## src/rtl/vertex_loader.sv

```systemverilog
// Vertex loader: captures a 4x4 matrix from a 32-bit word stream, then assembles
// x/y/z/w vertex groups and presents each one to the transform stage until accepted.
module vertex_loader (
    input  logic          clk,
    input  logic          reset,
    input  logic          load_matrix,
    input  logic [31:0]   in_data,
    input  logic          in_valid,
    output logic          in_ready,
    output logic [127:0]  matrix_out [3:0],
    output logic          matrix_valid,
    output logic [31:0]   x_out,
    output logic [31:0]   y_out,
    output logic [31:0]   z_out,
    output logic [31:0]   w_out,
    output logic          vtx_valid,
    input  logic          vtx_ready,
    output logic          busy,
    output logic [15:0]   vtx_count
);

    typedef enum logic [1:0] {IDLE, LOAD_M, GATHER, PRESENT} state_t;

    state_t      state_reg, state_next;
    logic [3:0]  cnt_reg, cnt_next;
    logic        matrix_valid_reg, matrix_valid_next;
    logic [15:0] vtx_count_reg, vtx_count_next;
    logic        load_word;
    logic        vtx_word;
    logic [31:0] matrix_words [16];
    logic [31:0] vtx_words [4];

    always_ff @(posedge clk or posedge reset) begin
        if (reset) begin
            state_reg        <= IDLE;
            cnt_reg          <= '0;
            matrix_valid_reg <= 1'b0;
            vtx_count_reg    <= '0;
        end else begin
            state_reg        <= state_next;
            cnt_reg          <= cnt_next;
            matrix_valid_reg <= matrix_valid_next;
            vtx_count_reg    <= vtx_count_next;
        end
    end

    // in_ready depends only on registered state plus load_matrix; vtx_ready never reaches it.
    always_comb begin
        state_next        = state_reg;
        cnt_next          = cnt_reg;
        matrix_valid_next = matrix_valid_reg;
        vtx_count_next    = vtx_count_reg;
        in_ready          = 1'b0;
        vtx_valid         = 1'b0;
        load_word         = 1'b0;
        vtx_word          = 1'b0;
        case (state_reg)
            IDLE: begin
                if (load_matrix) begin
                    state_next = LOAD_M;
                    cnt_next   = '0;
                end
            end
            LOAD_M: begin
                in_ready = 1'b1;
                if (in_valid) begin
                    load_word = 1'b1;
                    if (cnt_reg == 4'd15) begin
                        state_next        = GATHER;
                        cnt_next          = '0;
                        matrix_valid_next = 1'b1;
                    end else begin
                        cnt_next = cnt_reg + 4'd1;
                    end
                end
            end
            GATHER: begin
                // A reload can only start between vertices, and it wins over any offered word.
                if (cnt_reg == 4'd0 && load_matrix) begin
                    state_next        = LOAD_M;
                    matrix_valid_next = 1'b0;
                    vtx_count_next    = '0;
                end else begin
                    in_ready = 1'b1;
                    if (in_valid) begin
                        vtx_word = 1'b1;
                        if (cnt_reg == 4'd3) begin
                            state_next = PRESENT;
                            cnt_next   = '0;
                        end else begin
                            cnt_next = cnt_reg + 4'd1;
                        end
                    end
                end
            end
            PRESENT: begin
                vtx_valid = 1'b1;
                if (vtx_ready) begin
                    state_next     = GATHER;
                    cnt_next       = '0;
                    vtx_count_next = vtx_count_reg + 16'd1;
                end
            end
            default: state_next = IDLE;
        endcase
    end

    genvar gi;
    generate
        for (gi = 0; gi < 16; gi++) begin : g_mword
            logic [31:0] word_reg;
            always_ff @(posedge clk or posedge reset) begin
                if (reset)
                    word_reg <= '0;
                else if (load_word && cnt_reg == 4'(gi))
                    word_reg <= in_data;
            end
            assign matrix_words[gi] = word_reg;
        end

        // Column 0 of each row sits in the most significant word.
        for (gi = 0; gi < 4; gi++) begin : g_row
            assign matrix_out[gi] = {matrix_words[4*gi], matrix_words[4*gi+1],
                                     matrix_words[4*gi+2], matrix_words[4*gi+3]};
        end

        for (gi = 0; gi < 4; gi++) begin : g_vword
            logic [31:0] comp_reg;
            always_ff @(posedge clk or posedge reset) begin
                if (reset)
                    comp_reg <= '0;
                else if (vtx_word && cnt_reg[1:0] == 2'(gi))
                    comp_reg <= in_data;
            end
            assign vtx_words[gi] = comp_reg;
        end
    endgenerate

    assign x_out        = vtx_words[0];
    assign y_out        = vtx_words[1];
    assign z_out        = vtx_words[2];
    assign w_out        = vtx_words[3];
    assign matrix_valid = matrix_valid_reg;
    assign vtx_count    = vtx_count_reg;
    assign busy         = (state_reg != IDLE);

endmodule
```

## config.mk

```make
export PLATFORM = sky130hd
export DESIGN_NAME = vertex_loader
export DESIGN_NICKNAME = d
export VERILOG_FILES = /design/src/rtl/vertex_loader.sv
export SDC_FILE = /design/constraint.sdc
export NUM_CORES = 1
export LEC_CHECK = 0
export ABC_AREA = 1
export ABC_CLOCK_PERIOD_IN_PS = 23100
export BUFFER_PORTS_ARGS = -buffer_cell sky130_fd_sc_hd__buf_2
export CORE_AREA = 2 2 267 269
export DETAILED_ROUTE_END_ITERATION = 7
export DIE_AREA = 0 0 269 271
export PLACE_DENSITY = 0.54
export SLEW_MARGIN = 20
export SYNTH_ARGS = -nofsm -noshare
export SYNTH_HDL_FRONTEND = slang
export SYNTH_SLANG_ARGS = --single-unit
```

## constraint.sdc

```tcl
create_clock -name clk -period 23.1 [get_ports clk]
set_clock_uncertainty 0.15 [all_clocks]
set_input_delay 2.31 -clock clk [delete_from_list [all_inputs] [get_ports clk]]
set_output_delay 2.31 -clock clk [all_outputs]
set_load 0.05 [all_outputs]
```

==> impl_metrics.ini <==
[outcome]
status = finished clean

[worst_hold_path]
hp-class = reg -> reg
hold_start = y_out[25]
whs_endpoint = y_out[25]
whs_path_depth = 2

[global_routing]
grt_pass1_wl_mm = 124
antenna_found_initial = 5
track_usage_pct = 22.6
gr-total-overflow = 0
grt_max_degree = 192
grt_pass1_vias = 18500

[cts]
hold_buffers = 0
clk_latency_ns = 0.60
cts_tree = built
ctsRootBufferMaster = clkbuf_16
clk_pin_slew_ns = 0.06
htreeDepth = 3
cts_buffers = 72
cts_sinks = 663
ctsLongestPathBuffers = 3
cts_resized = 0
cts_setup_buffers = 0

[finish]
final_core_util_pct = 44.2
multi_input_area_um2 = 6770
area_growth_syn_to_layout_pct = 26.3
nets = 3055
final_cells = 4004
regArea_um2 = 16600
drive_gt1_share_pct = 28.1
filler_cell_count = 6796
largest_reg_flops = 512

[die]
die_h_um = 271
core-area_um2 = 69800
rows = 97
die_w_um = 269
ios = 697
initial_core_util_pct = 35.0
dieArea_um2 = 72900

[sta]
whs_ns = 0.326
fmax_mhz = 170
grt_setup_unrepaired = false
final_max_slew_viol_count = 0
final_hold_viol_count = 0
finalCritPeriodShare_pct = 25.4
slew_headroom_pct = 24.9
setup_viol = 0
finalCriticalPeriod_ns = 5.87
final.setup.tns_ns = 0
worst_pin_slew_ns = 1.13

[placement]
finalWeightedCongestion = 0.843
dp_hpwl_mm = 57.0
io_buffers = 696
dp.cells = 3873

[power_and_ir_drop]
total_power_mw = 3.80
max-vdd-ir-drop_v = 0.0000687
power_density_nw_per_um2 = 123
power.leakage_nw = 16.5

[critical_path]
worstPathCellList = buf_2 -> nand3_2 -> nand2_4 -> a21boi_0 -> buf_2
crit_type = in -> out
crit_required_ns = 20.64
crit_family = buffers and inverters
cp_max_fo = 6
r2r-end = vtx_count[8]
r2r_start = state_reg[0]
setup.worst_path.end_class = primary output
max_stage_delay_ns = 0.41
cp_slowest_cell = a21boi_0
worstPathArrival_ns = 3.41
r2r_slack_ns = 20.37
worstSetupStartpointType = primary input
worst-path-buf-inv = 2
cp_common_cell = buf_2
reg2reg_depth = 8

[synth]
ys_seq_area_share_pct = 67.9
yosys_warnings = 0
yosysUniqueCellTypes = 32
netlist_area_um2 = 24400
synthesis.nets = 2458
synthCells = 2411
synth.avg_cell_area_um2 = 10.1
ys_ff_latch = 663

[route]
first_pass_iters = 6
wl_per_cell_um = 20.9
first_iter_violations = 1513
vias_per_cell = 4.84
wl_mm = 83.8
drtAntennaViolNets = 0
drc = 0
route.vias.total = 19400

[job]
drv_cap = 0
[worst min-delay path, delay by kind of cell (launching register included)]
family	cells	cell delay, ns
and+or+nand+nor	1	0.05
AOI/OAI and AO/OA	1	0.06
DFF	1	0.34
[worst max-delay path by stage]
stage | from | endpoint | cells after the start
finish | load_matrix | in_ready | 5
floorplan | reset | cnt_reg[0] | 1
CTS | load_matrix | in_ready | 5
detailed placement | reset | z_out[23] | 5
global route | load_matrix | in_ready | 5
global placement | reset | z_out[20] | 5
[stage by stage]
step	instance area (um^2)	worst slack [ns]
after global placement	28400	17.06
after global routing	30800	17.15
after floorplan	24400	2.06
after CTS	30800	17.27
after detailed placement	28400	16.95
final	30800	17.23
[placed cells by master (no fill, tap or decap), types with 2 or more instances in the layout]
master,instances
nand3_1,19
dfrtp_1,663
nand4_1,11
nand2_1,719
o21ai_1,35
bufinv_16,3
inv_8,2
nand2_2,9
buf_2,696
clkbuf_8,15
nor3b_1,2
buf_4,14
clkinv_2,12
or2_2,3
inv_6,2
o21ai_0,622
nor2_4,5
nand2_4,9
inv_1,71
inv_16,2
diode_2,5
clkbuf_1,14
nor2_1,22
o21bai_1,3
clkbuf_16,74
nand3_4,4
ha_1,10
a21oi_1,2
[Yosys cell counts]
master    number  area [um^2]
buf_4          4         30.0
nor3b_1        2         15.0
nand4_1       11         68.8
clkbuf_2      12         60.1
o21bai_1       3         22.5
nand2_4        2         22.5
nand3_4        4         70.1
a31oi_1        1         6.26
o21ai_1       35          175
clkbuf_1     130          488
buf_6          2         22.5
ha_1          10          125
o31ai_1        1         7.51
nand3_1       19         95.1
nand2_2       16          100
inv_4          1         6.26
buf_2         42          210
or2_2          3         18.8
o21ai_0      622         3110
nand3_2        1         10.0
inv_1         73          274
nand2_1      719         2700
a21oi_1        2         10.0
clkinv_1       1         3.75
nor2_4         5         56.3
nor2_2         1         6.26
a21boi_0       1         7.51
xor2_1         1         8.76
xnor2_1        1         8.76
dfrtp_1      663        16600
nor2_1        22         82.6
nand3b_1       1         7.51
[where the power goes]
group | total, mW | leakage (nW) | internal [mW] | switching (mW)
Sequential | 1.45 | 9.06 | 1.35 | 0.105
Clock | 1.15 | 1.17 | 0.673 | 0.473
Combinational | 1.20 | 6.30 | 0.222 | 0.979
Total | 3.80 | 16.5 | 2.24 | 1.56
[metal layers]
metal,vias to the layer above,GRT usage [%],routed length (um)
met5,-,0,11
met4,2,7.76,2720
met3,139,6.14,6520
met2,703,36.7,40200
met1,9552,29.2,34400
li1,9003,-,-
[cells by family after synthesis]
| logic type | share of synthesized area [%] |
|---|---|
| adder cells (fa/ha/maj) | 0.512 |
| AND/OR/NAND/NOR | 13.3 |
| buffers and inverters | 4.48 |
| flip-flops | 67.9 |
| AO/OA/AOI/OAI | 13.7 |
| XOR/XNOR | 0.0717 |
[cell type report]
type                       instances  share of cell area (%)
antenna                            5                  0.0406
clock buffer                     103                    6.84
clock inverter                    22                   0.787
inverter                          75                   0.945
multi-input combinational       1483                    22.0
sequential                       663                    53.8
tap                              940                    3.81
timing repair buffer             713                    11.8
Power figures use the tool's default switching activity.
